===== src/rtl/rr_mem_controller_pkg.sv =====
`default_nettype none
// ============================================================================
// Module      : rr_mem_controller_pkg
// Description : Shared channel state encoding and width helper for the
//               round-robin memory controller and its client benches.
// Revision    : 1.0 - initial release
// ============================================================================
package rr_mem_controller_pkg;

  // Per-channel transaction state
  typedef enum logic [2:0] {
    ST_IDLE           = 3'd0,
    ST_READ_WAITING   = 3'd1,
    ST_WRITE_WAITING  = 3'd2,
    ST_READ_RELAYING  = 3'd3,
    ST_WRITE_RELAYING = 3'd4
  } ch_state_e;

  // $clog2 clamped to at least one bit so degenerate sizes still get a vector
  function automatic int clog2_min1(input int value);
    int w;
    w = $clog2(value);
    return (w < 1) ? 1 : w;
  endfunction

endpackage
`default_nettype wire


===== src/rtl/rr_arbiter.sv =====
`default_nettype none
// ============================================================================
// Module      : rr_arbiter
// Description : Combinational round-robin selector. Picks the first asserted
//               request at or after the pointer, wrapping around; one-hot out.
// Revision    : 1.0 - initial release
// ============================================================================
module rr_arbiter
  import rr_mem_controller_pkg::*;
#(
  parameter int N  = 4,
  parameter int PW = 2
) (
  input  logic [N-1:0]  req_i,
  input  logic [PW-1:0] ptr_i,
  output logic [N-1:0]  grant_o
);

  logic          found;
  logic [PW-1:0] idx;

  // Scan requests in pointer order and grant the first one found
  always_comb begin
    grant_o = '0;
    found   = 1'b0;
    idx     = '0;
    for (int i = 0; i < N; i++) begin
      idx = PW'((int'(ptr_i) + i) % N);
      if (!found && req_i[idx]) begin
        grant_o[idx] = 1'b1;
        found        = 1'b1;
      end
    end
  end

endmodule
`default_nettype wire


===== src/rtl/rr_mem_controller.sv =====
`default_nettype none
// ============================================================================
// Module      : rr_mem_controller
// Description : Shares NUM_CHANNELS memory channels among NUM_CONSUMERS
//               fetchers/LSUs with round-robin arbitration, optional
//               read-only mode and optional memory response timeout.
// Revision    : 1.0 - initial release
// ============================================================================
module rr_mem_controller
  import rr_mem_controller_pkg::*;
#(
  parameter int ADDR_BITS      = 8,
  parameter int DATA_BITS      = 16,
  parameter int NUM_CONSUMERS  = 4,
  parameter int NUM_CHANNELS   = 2,
  parameter int WRITE_ENABLE   = 1,
  parameter int TIMEOUT_CYCLES = 0
) (
  input  logic                                     clk,
  input  logic                                     reset,
  // Consumer side
  input  logic [NUM_CONSUMERS-1:0]                 c_read_valid,
  input  logic [NUM_CONSUMERS-1:0][ADDR_BITS-1:0]  c_read_address,
  output logic [NUM_CONSUMERS-1:0]                 c_read_ready,
  output logic [NUM_CONSUMERS-1:0][DATA_BITS-1:0]  c_read_data,
  input  logic [NUM_CONSUMERS-1:0]                 c_write_valid,
  input  logic [NUM_CONSUMERS-1:0][ADDR_BITS-1:0]  c_write_address,
  input  logic [NUM_CONSUMERS-1:0][DATA_BITS-1:0]  c_write_data,
  output logic [NUM_CONSUMERS-1:0]                 c_write_ready,
  output logic [NUM_CONSUMERS-1:0]                 c_error,
  // Memory side
  output logic [NUM_CHANNELS-1:0]                  m_read_valid,
  output logic [NUM_CHANNELS-1:0][ADDR_BITS-1:0]   m_read_address,
  input  logic [NUM_CHANNELS-1:0]                  m_read_ready,
  input  logic [NUM_CHANNELS-1:0][DATA_BITS-1:0]   m_read_data,
  output logic [NUM_CHANNELS-1:0]                  m_write_valid,
  output logic [NUM_CHANNELS-1:0][ADDR_BITS-1:0]   m_write_address,
  output logic [NUM_CHANNELS-1:0][DATA_BITS-1:0]   m_write_data,
  input  logic [NUM_CHANNELS-1:0]                  m_write_ready
);

  localparam int CW = clog2_min1(NUM_CONSUMERS);
  localparam int TW = clog2_min1(TIMEOUT_CYCLES + 1);
  localparam logic [TW-1:0] TO_LAST = (TIMEOUT_CYCLES > 0) ? TW'(TIMEOUT_CYCLES - 1) : '0;

  // Channel state
  ch_state_e                           state_q [NUM_CHANNELS];
  ch_state_e                           state_d [NUM_CHANNELS];
  logic [NUM_CHANNELS-1:0][CW-1:0]     cons_q, cons_d;
  logic [NUM_CHANNELS-1:0][TW-1:0]     cnt_q, cnt_d;
  logic [CW-1:0]                       ptr_q, ptr_d;

  // Registered outputs
  logic [NUM_CHANNELS-1:0]                 m_read_valid_q, m_read_valid_d;
  logic [NUM_CHANNELS-1:0][ADDR_BITS-1:0]  m_read_address_q, m_read_address_d;
  logic [NUM_CHANNELS-1:0]                 m_write_valid_q, m_write_valid_d;
  logic [NUM_CHANNELS-1:0][ADDR_BITS-1:0]  m_write_address_q, m_write_address_d;
  logic [NUM_CHANNELS-1:0][DATA_BITS-1:0]  m_write_data_q, m_write_data_d;
  logic [NUM_CONSUMERS-1:0]                c_read_ready_q, c_read_ready_d;
  logic [NUM_CONSUMERS-1:0]                c_write_ready_q, c_write_ready_d;
  logic [NUM_CONSUMERS-1:0]                c_error_q, c_error_d;
  logic [NUM_CONSUMERS-1:0][DATA_BITS-1:0] c_read_data_q, c_read_data_d;

  // Arbitration
  logic [NUM_CONSUMERS-1:0]                   w_owned;
  logic [NUM_CONSUMERS-1:0]                   w_eligible;
  logic [NUM_CHANNELS-1:0][NUM_CONSUMERS-1:0] w_grant;
  logic [CW-1:0]                              gnt_idx;
  logic [CW-1:0]                              own_idx;

  assign m_read_valid    = m_read_valid_q;
  assign m_read_address  = m_read_address_q;
  assign m_write_valid   = m_write_valid_q;
  assign m_write_address = m_write_address_q;
  assign m_write_data    = m_write_data_q;
  assign c_read_ready    = c_read_ready_q;
  assign c_write_ready   = c_write_ready_q;
  assign c_error         = c_error_q;
  assign c_read_data     = c_read_data_q;

  // A consumer is owned while any non-idle channel is serving it
  always_comb begin
    w_owned = '0;
    for (int k = 0; k < NUM_CHANNELS; k++) begin
      if (state_q[k] != ST_IDLE) w_owned[cons_q[k]] = 1'b1;
    end
  end

  assign w_eligible = (c_read_valid | c_write_valid) & ~w_owned;

  // Arbiter chain: each channel sees the requests left over by lower channels
  generate
    for (genvar k = 0; k < NUM_CHANNELS; k++) begin : g_chan
      logic [NUM_CONSUMERS-1:0] w_mask;
      logic [NUM_CONSUMERS-1:0] w_req;
      logic [NUM_CONSUMERS-1:0] w_gnt;
      if (k == 0) begin : g_head
        assign w_mask = w_eligible;
      end else begin : g_tail
        assign w_mask = g_chan[k-1].w_mask & ~g_chan[k-1].w_gnt;
      end
      assign w_req = w_mask & {NUM_CONSUMERS{state_q[k] == ST_IDLE}};
      rr_arbiter #(
        .N  (NUM_CONSUMERS),
        .PW (CW)
      ) u_arb (
        .req_i   (w_req),
        .ptr_i   (ptr_q),
        .grant_o (w_gnt)
      );
      assign w_grant[k] = w_gnt;
    end
  endgenerate

  // Next-state and output logic for every channel
  always_comb begin
    state_d           = state_q;
    cons_d            = cons_q;
    cnt_d             = cnt_q;
    ptr_d             = ptr_q;
    m_read_valid_d    = m_read_valid_q;
    m_read_address_d  = m_read_address_q;
    m_write_valid_d   = m_write_valid_q;
    m_write_address_d = m_write_address_q;
    m_write_data_d    = m_write_data_q;
    c_read_ready_d    = c_read_ready_q;
    c_write_ready_d   = c_write_ready_q;
    c_error_d         = c_error_q;
    c_read_data_d     = c_read_data_q;
    gnt_idx           = '0;
    own_idx           = '0;
    for (int k = 0; k < NUM_CHANNELS; k++) begin
      own_idx = cons_q[k];
      gnt_idx = '0;
      for (int i = 0; i < NUM_CONSUMERS; i++) begin
        if (w_grant[k][i]) gnt_idx = CW'(i);
      end
      case (state_q[k])
        ST_IDLE: begin
          if (|w_grant[k]) begin
            cons_d[k] = gnt_idx;
            cnt_d[k]  = '0;
            // Later channels overwrite this, leaving the pointer past the last grant
            ptr_d = (gnt_idx == CW'(NUM_CONSUMERS - 1)) ? '0 : gnt_idx + CW'(1);
            if (c_read_valid[gnt_idx]) begin
              state_d[k]          = ST_READ_WAITING;
              m_read_valid_d[k]   = 1'b1;
              m_read_address_d[k] = c_read_address[gnt_idx];
            end else begin
              state_d[k] = ST_WRITE_WAITING;
              if (WRITE_ENABLE != 0) begin
                m_write_valid_d[k]   = 1'b1;
                m_write_address_d[k] = c_write_address[gnt_idx];
                m_write_data_d[k]    = c_write_data[gnt_idx];
              end
            end
          end
        end
        ST_READ_WAITING: begin
          if (m_read_ready[k]) begin
            m_read_valid_d[k]       = 1'b0;
            c_read_ready_d[own_idx] = 1'b1;
            c_error_d[own_idx]      = 1'b0;
            c_read_data_d[own_idx]  = m_read_data[k];
            state_d[k]              = ST_READ_RELAYING;
          end else if (TIMEOUT_CYCLES > 0) begin
            if (cnt_q[k] == TO_LAST) begin
              m_read_valid_d[k]       = 1'b0;
              c_read_ready_d[own_idx] = 1'b1;
              c_error_d[own_idx]      = 1'b1;
              c_read_data_d[own_idx]  = '0;
              state_d[k]              = ST_READ_RELAYING;
            end else begin
              cnt_d[k] = cnt_q[k] + TW'(1);
            end
          end
        end
        ST_WRITE_WAITING: begin
          if (WRITE_ENABLE == 0) begin
            // Read-only memory: reject the write without touching the bus
            c_write_ready_d[own_idx] = 1'b1;
            c_error_d[own_idx]       = 1'b1;
            state_d[k]               = ST_WRITE_RELAYING;
          end else if (m_write_ready[k]) begin
            m_write_valid_d[k]       = 1'b0;
            c_write_ready_d[own_idx] = 1'b1;
            c_error_d[own_idx]       = 1'b0;
            state_d[k]               = ST_WRITE_RELAYING;
          end else if (TIMEOUT_CYCLES > 0) begin
            if (cnt_q[k] == TO_LAST) begin
              m_write_valid_d[k]       = 1'b0;
              c_write_ready_d[own_idx] = 1'b1;
              c_error_d[own_idx]       = 1'b1;
              state_d[k]               = ST_WRITE_RELAYING;
            end else begin
              cnt_d[k] = cnt_q[k] + TW'(1);
            end
          end
        end
        ST_READ_RELAYING: begin
          if (!c_read_valid[own_idx]) begin
            c_read_ready_d[own_idx] = 1'b0;
            c_error_d[own_idx]      = 1'b0;
            state_d[k]              = ST_IDLE;
          end
        end
        ST_WRITE_RELAYING: begin
          if (!c_write_valid[own_idx]) begin
            c_write_ready_d[own_idx] = 1'b0;
            c_error_d[own_idx]       = 1'b0;
            state_d[k]               = ST_IDLE;
          end
        end
        default: state_d[k] = ST_IDLE;
      endcase
    end
  end

  // State and output registers, cleared asynchronously by reset
  always_ff @(posedge clk or posedge reset) begin
    if (reset) begin
      for (int k = 0; k < NUM_CHANNELS; k++) state_q[k] <= ST_IDLE;
      cons_q            <= '0;
      cnt_q             <= '0;
      ptr_q             <= '0;
      m_read_valid_q    <= '0;
      m_read_address_q  <= '0;
      m_write_valid_q   <= '0;
      m_write_address_q <= '0;
      m_write_data_q    <= '0;
      c_read_ready_q    <= '0;
      c_write_ready_q   <= '0;
      c_error_q         <= '0;
      c_read_data_q     <= '0;
    end else begin
      for (int k = 0; k < NUM_CHANNELS; k++) state_q[k] <= state_d[k];
      cons_q            <= cons_d;
      cnt_q             <= cnt_d;
      ptr_q             <= ptr_d;
      m_read_valid_q    <= m_read_valid_d;
      m_read_address_q  <= m_read_address_d;
      m_write_valid_q   <= m_write_valid_d;
      m_write_address_q <= m_write_address_d;
      m_write_data_q    <= m_write_data_d;
      c_read_ready_q    <= c_read_ready_d;
      c_write_ready_q   <= c_write_ready_d;
      c_error_q         <= c_error_d;
      c_read_data_q     <= c_read_data_d;
    end
  end

endmodule
`default_nettype wire


===== config.mk =====
export PLATFORM = sky130hd
export DESIGN_NAME = rr_mem_controller
export DESIGN_NICKNAME = d
export VERILOG_FILES = /design/src/rtl/rr_mem_controller_pkg.sv /design/src/rtl/rr_arbiter.sv /design/src/rtl/rr_mem_controller.sv
export SDC_FILE = /design/constraint.sdc
export NUM_CORES = 1
export LEC_CHECK = 0
export ABC_AREA = 1
export CAP_MARGIN = 20
export CORE_UTILIZATION = 52
export CTS_BUF_LIST = sky130_fd_sc_hd__clkbuf_4 sky130_fd_sc_hd__clkbuf_8
export CTS_CLUSTER_SIZE = 20
export DETAILED_ROUTE_END_ITERATION = 10
export PLACE_DENSITY = 0.89
export SYNTH_ARGS = -nofsm -noshare
export SYNTH_HDL_FRONTEND = slang
export SYNTH_SLANG_ARGS = --single-unit

===== constraint.sdc =====
create_clock -name clk -period 14.8 [get_ports clk]
set_clock_uncertainty 0.2 [all_clocks]
set_input_delay 1.48 -clock clk [delete_from_list [all_inputs] [get_ports clk]]
set_output_delay 1.48 -clock clk [all_outputs]
set_load 0.02 [all_outputs]

# Word-level counts from Yosys, hierarchy flattened
# Index checks and enable logic that the tools add are counted.
word_totals:
  ff_bits: 156
  in_bits: 174
  out_inout_bits: 144
  elab_cells: 275
op_classes:
  addsub: 5
  order_cmp: 14
  eq_ne: 24
  muxes: 142
  n_bitwise: 28
  n_reduce_logical: 40
ops:
  columns: ["cell", "n"]
  rows:
  - ["$mux W64", 4]
  - ["$bwmux W64", 2]
  - ["$mux W4", 26]
  - ["$bmux W16 S2", 2]
  - ["$bmux W8 S2", 4]
  - ["$demux W16 S2", 2]
  - ["$mux W16", 4]
  - ["$or A4 B4 Y4", 12]
  - ["$and A4 B4 Y4", 10]
  - ["$mux W1", 40]
  - ["$mux W8", 4]
  - ["$pmux W4 S2", 4]
  - ["$pmux W4 S4", 2]
  - ["$mux W3", 10]
  - ["$pmux W3 S5", 2]
  - ["$bmux W1 S2", 14]
  - ["$lt A2 B3 Y1 const B", 8]
  - ["$mux W2", 12]
  - ["$ne A2 B2 Y1 const B", 10]
  - ["$not A4 Y4", 4]
  - ["$reduce_and A4 Y1", 4]
  - ["$demux W1 S2", 6]
  - ["$eq A3 B2 Y1 const B", 4]
  - ["$ge A2 B1 Y1 const B", 6]
  - ["17 further kinds", 57]

# Longest topological paths before layout
depth:
  depth_word: 45
  mapped_depth: 29
  depth_no_buf: 28

# Modules after synthesis
# A second synthesis with hierarchy kept.
unflattened:
  hier_cells: 1485
  area_unflattened_um2: 10228.6
by_module_without_submodules:
  columns: ["mod", "instances", "cells_each", "area_per_inst_um2", "seq_area_each_um2"]
  rows:
  - ["rr_mem_controller", 1, 1339, 9430.3, 3903.7]
  - ["rr_arbiter", 2, 73, 399.1, 0.0]

# Worst setup path before layout
# OpenSTA, ideal clock, no wires.
synth_timing:
  path_kind: "input to register"
  from: "input port c_read_valid[0]"
  to: "register m_write_data_q, in the netlist m_write_data[16]"
  setup_ns: 0.117
  t_arrival_ns: 3.762
  t_required_ns: 14.483
  setup_slack_ns: 10.721
  path_stages: 25
  path_buffers: 1
  path_cell_list: "nor2_1 nor2_1 nand3_1 nand2_2 nand2_1 nand2_2 nor2_4 nand3_1 nand4_1 nand2_1 nand2_1 nand2_2 nor2_4 nand3_1 nand3b_2 nand2_4 nand2_4 nand2_1 nand2_2 nand2_4 nor2_8 inv_4 buf_6 nand2_1 nand2_1"
synth_via:
  elab_chain_cells: 37
  elab_cells_between_ends: 64
  cone_classes: "37 x mux; 13 x bitwise; 14 x reduce/logical"
synth_lines:
  columns: ["item", "line", "rtl"]
  rows:
  - ["start, declared", "rr_mem_controller.sv:22", "input logic [NUM_CONSUMERS-1:0] c_read_valid,"]
  - ["$or A4 B4 Y4", "rr_mem_controller.sv:89", "assign w_eligible = (c_read_valid | c_write_valid) & ~w_owned;"]
  - ["$and A4 B4 Y4", "rr_mem_controller.sv:89", null]
  - ["$and A4 B4 Y4", "rr_mem_controller.sv:102", "assign w_req = w_mask & {NUM_CONSUMERS{state_q[k] == ST_IDLE}};"]
  - ["$bmux W1 S2", "rr_arbiter.sv:29", "if (!found && req_i[idx]) begin"]
  - ["$mux W1 (not written as such)", "rr_arbiter.sv:29", null]
  - ["$mux W1", "rr_arbiter.sv:29", null]
  - ["$logic_not A1 Y1", "rr_arbiter.sv:29", null]
  - ["$logic_and A1 B1 Y1", "rr_arbiter.sv:29", null]
  - ["[... 20 more ...]", null, null]
  - ["$logic_and A1 B1 Y1", "rr_arbiter.sv:29", null]
  - ["$mux W4", "rr_arbiter.sv:29", null]
  - ["$mux W1", "rr_mem_controller.sv:136", "if (w_grant[k][i]) gnt_idx = CW'(i);"]
  - ["$mux W2 (2 in a row)", "rr_mem_controller.sv:136", null]
  - ["$bmux W1 S2", "rr_mem_controller.sv:145", "if (c_read_valid[gnt_idx]) begin"]
  - ["$mux W1 (not written as such)", "rr_mem_controller.sv:145", null]
  - ["$not A1 Y1 (no line)", null, null]
  - ["$reduce_and A3 Y1 (no line)", null, null]
  - ["end signal, assigned", "rr_mem_controller.sv:244", "m_write_data_q <= m_write_data_d;"]
  - ["end, declared", "rr_mem_controller.sv:58", "logic [NUM_CHANNELS-1:0][DATA_BITS-1:0] m_write_data_q, m_write_data_d;"]
# Parallel ways exist; a longest one is shown, timed or not. The select of a mux whose other input is x is not followed.
# A chain may end at the register's enable or synchronous reset.

# Worst setup path in the final report
layout_timing:
  from: "input port c_read_valid[0]"
  to: "register m_write_data_q, in the netlist m_write_data[29]"
# Same word-level chain as after synthesis.

==> flow_metrics.py <==
metrics = {
    "global_route": {
        "grt_pass1_wl_um": 59300,
        "grt_usage_pct": 39.1,
        "grt.overflow.total": 0,
        "grt_pass1_vias": 11000,
        "antenna_found_initial": 0,
        "grt_max_degree": 89,
    },
    "timing": {
        "whs_ns": 0.280,
        "min_period_over_period_pct": 40.6,
        "hold_viol": 0,
        "tns_ns": 0,
        "period_minus_slack_ns": 6.01,
        "setup_viol": 0,
        "final_max_slew_viol_count": 0,
        "tightest_slew_ns": 1.05,
        "clock.fmax_mhz": 166,
        "slew_headroom_pct": 30.1,
        "setup_ws_ns": 8.79,
        "rsz0062_at_grt": "no",
    },
    "detailed_routing": {
        "wl_per_cell_um": 20.1,
        "drc": 0,
        "drt_iter0_markers": 1050,
        "dr.pass1.iters": 5,
        "viasPerCell": 6.03,
        "num_vias": 11400,
        "drt_wl_total_um": 37900,
        "ant_nets": 0,
    },
    "placement": {
        "portBuffers": 317,
        "hpwl_um": 27400,
        "place_congestion": 0.967,
        "pre_cts_slack_ns": 8.21,
    },
    "clocking": {
        "path_clk_slew_ns": 0.09,
        "cts_max_level": 4,
        "numCtsBuffers": 17,
        "ctsResizeCount": 0,
        "cts_hold_buf": 0,
        "insertion_delay_ns": 0.47,
        "postCtsSetupBuffers": 0,
        "root_buffer": "clkbuf_8",
        "cts_buffer_depth": 2,
        "clock-sinks": 156,
        "cts_tree": "yes",
    },
    "yosys": {
        "synth_seq_cells": 156,
        "yosys.area.top_type": "dfrtp_1",
        "syn_inst": 1371,
        "ys_seq_area_share_pct": 39.6,
        "yosys_warnings": 0,
        "syn_avg_cell_area_um2": 7.18,
        "syn-cell-area_um2": 9850,
        "ys_types": 41,
        "synthesis.nets": 1551,
        "synthTopCellsByArea": "dfrtp_1, o21ai_0, nor2_1, nand2_1, a21oi_1",
        "synth_top_area_share_pct": 39.6,
    },
    "critical_path": {
        "crit_type": "in -> reg",
        "worstPathMaxFanout": 42,
        "required_ns": 14.97,
        "crit_arrival_ns": 6.18,
        "startpoint_type": "primary input",
        "worstSetupEndpointType": "register",
    },
    "cells_and_area": {
        "drive_gt1_share_pct": 7.52,
        "antenna_cells": 0,
        "finalNetCount": 1830,
        "multi_input_area_um2": 5100,
        "area_delta_synth_final_pct": 38.1,
        "final_util_pct": 74.4,
        "final-seq-area_um2": 3900,
        "num-fill-cells": 1388,
    },
    "floorplan": {
        "die_y_um": 140,
        "initial_core_util_pct": 53.9,
        "boundaryPins": 318,
        "dieArea_um2": 19500,
        "rows": 49,
        "die_w_um": 140,
        "core_region_area_um2": 18300,
    },
    "run_status": {
        "status": "finished clean",
    },
    "flow_run": {
        "drv_cap": 0,
    },
    "hold_path": {
        "min_path_type": "reg -> reg",
    },
}
cell families (layout without fill, tap and decap cells):
| logic type | after synthesis | after routing | synth area share [%] |
|---|---|---|---|
| and+or+nand+nor | 524 | 524 | 22.8 |
| AOI/OAI and AO/OA | 438 | 438 | 24.3 |
| buffers and inverters | 214 | 505 | 8.72 |
| DFF | 156 | 156 | 39.6 |
| muxes | 33 | 33 | 3.76 |
| adders and majority gates | 6 | 6 | 0.762 |
cells in the final DEF, fill, tap and decap left out, types with 7 or more instances in the layout:
| cell type | Yosys | layout |
|---|---|---|
| o22ai_1 | 61 | 61 |
| nand3_1 | 61 | 61 |
| a211oi_1 | 21 | 21 |
| o21ai_0 | 185 | 185 |
| dfrtp_1 | 156 | 156 |
| nor2_1 | 205 | 205 |
| clkbuf_8 | 0 | 20 |
| clkdlybuf4s50_1 | 0 | 317 |
| o21ai_1 | 40 | 40 |
| mux2_2 | 32 | 32 |
| nand2_1 | 201 | 199 |
| inv_1 | 132 | 131 |
| a21oi_1 | 107 | 107 |
| nor2_2 | 7 | 7 |
| inv_2 | 9 | 9 |
| buf_4 | 4 | 9 |
| nand2_2 | 12 | 14 |
| nand4_1 | 9 | 9 |
| nor3_1 | 14 | 12 |
state kept, by name, summed over array words and instances, names as in the netlist, 4 cells and up:
register / cells
m_write_data: 32
m_read_address: 16
c_read_data: 64
c_write_ready: 4
c_error: 4
m_write_address: 16
c_read_ready: 4
state_q: 6
per-layer routing:
metal  up-vias  wire length (µm)  share of wire (%)  global-route usage (%)
met2       774             18000                 47                    64.0
met4         0              1510                4.0                    19.0
met3       128              4110                 11                    9.53
met5         -                 0                  0                       0
li1       5200                 -                  -                       -
met1      5309             14300                 38                    48.5
Yosys cell counts, drive strengths merged:
master,number
o31ai,3
o32ai,2
a221oi,1
a211oi,21
mux2,32
ha,6
a32oi,3
mux2i,1
a2111oi,2
a31oi,4
nor2,216
o41ai,1
nand3,67
nand2,217
a21boi,3
o21ai,225
a21oi,107
buf,19
dfrtp,156
a41oi,2
inv,142
o22ai,61
o221ai,1
clkbuf,51
nor3,14
o2111ai,2
nand3b,1
clkinv,2
nand4,9
through the flow:
| step | instances | instance area [µm²] |
|---|---|---|
| 2_1_floorplan | 1371 | 9850 |
| 3_3_place_gp | 1856 | 13100 |
| 3_5_place_dp | 1856 | 13100 |
| 4_1_cts | 1887 | 13500 |
| 5_1_grt | 1891 | 13600 |
| 6_report | 1891 | 13600 |
area by class of cell:
cell class | instances | area share [%]
Multi-Input combinational cell | 1001 | 37.5
Clock buffer | 20 | 2.02
Tap cell | 229 | 2.11
Inverter | 144 | 4.03
Timing Repair Buffer | 330 | 24.6
Sequential cell | 156 | 28.7
Clock inverter | 11 | 0.985
final timing paths:
check | endpoint | slack [ns] | cells after the start | from
hold / removal | m_write_address[9]$_DFFE_PP0P_ | 0.28 | 2 | m_write_address[9]$_DFFE_PP0P_
hold reg to reg | m_write_address[9]$_DFFE_PP0P_ | 0.28 | 2 | m_write_address[9]$_DFFE_PP0P_
setup / recovery | m_write_data[29]$_DFFE_PP0P_ | 8.79 | 26 | c_read_valid[0]
setup reg to reg | m_write_data[29]$_DFFE_PP0P_ | 9.24 | 25 | ptr_q[1]$_DFF_PP0_
min in group asynchronous | c_read_data[38]$_DFF_PP0_ | 1.34 | 2 | reset
max in group asynchronous | c_error[2]$_DFF_PP0_ | 11.67 | 3 | reset
worst max-delay path, stage by stage:
cell and delay [ns]:
clkdlybuf4s50_1 0.62, nor2_1 0.12, nor2_1 0.16, nand3_1 0.14, nand3_1 0.13, nand2_2 0.11, nand3_2 0.13, nor2_1 0.05
nor2_1 0.23, nand4_1 0.16, nand2_1 0.12, nand2_1 0.07, nand2_2 0.13, nor2_2 0.07, nand3_1 0.12, inv_2 0.04
nor2_2 0.17, nand2_4 0.30, nand2_4 0.53, nand2_1 0.14, nand2_2 0.12, nand2_4 0.14, nor2_8 0.40, inv_4 0.23
nand2_1 0.14, nand2_1 0.06
Power is not shown: default switching activity piles up to over one toggle a cycle in this logic, so the estimate is an artifact.
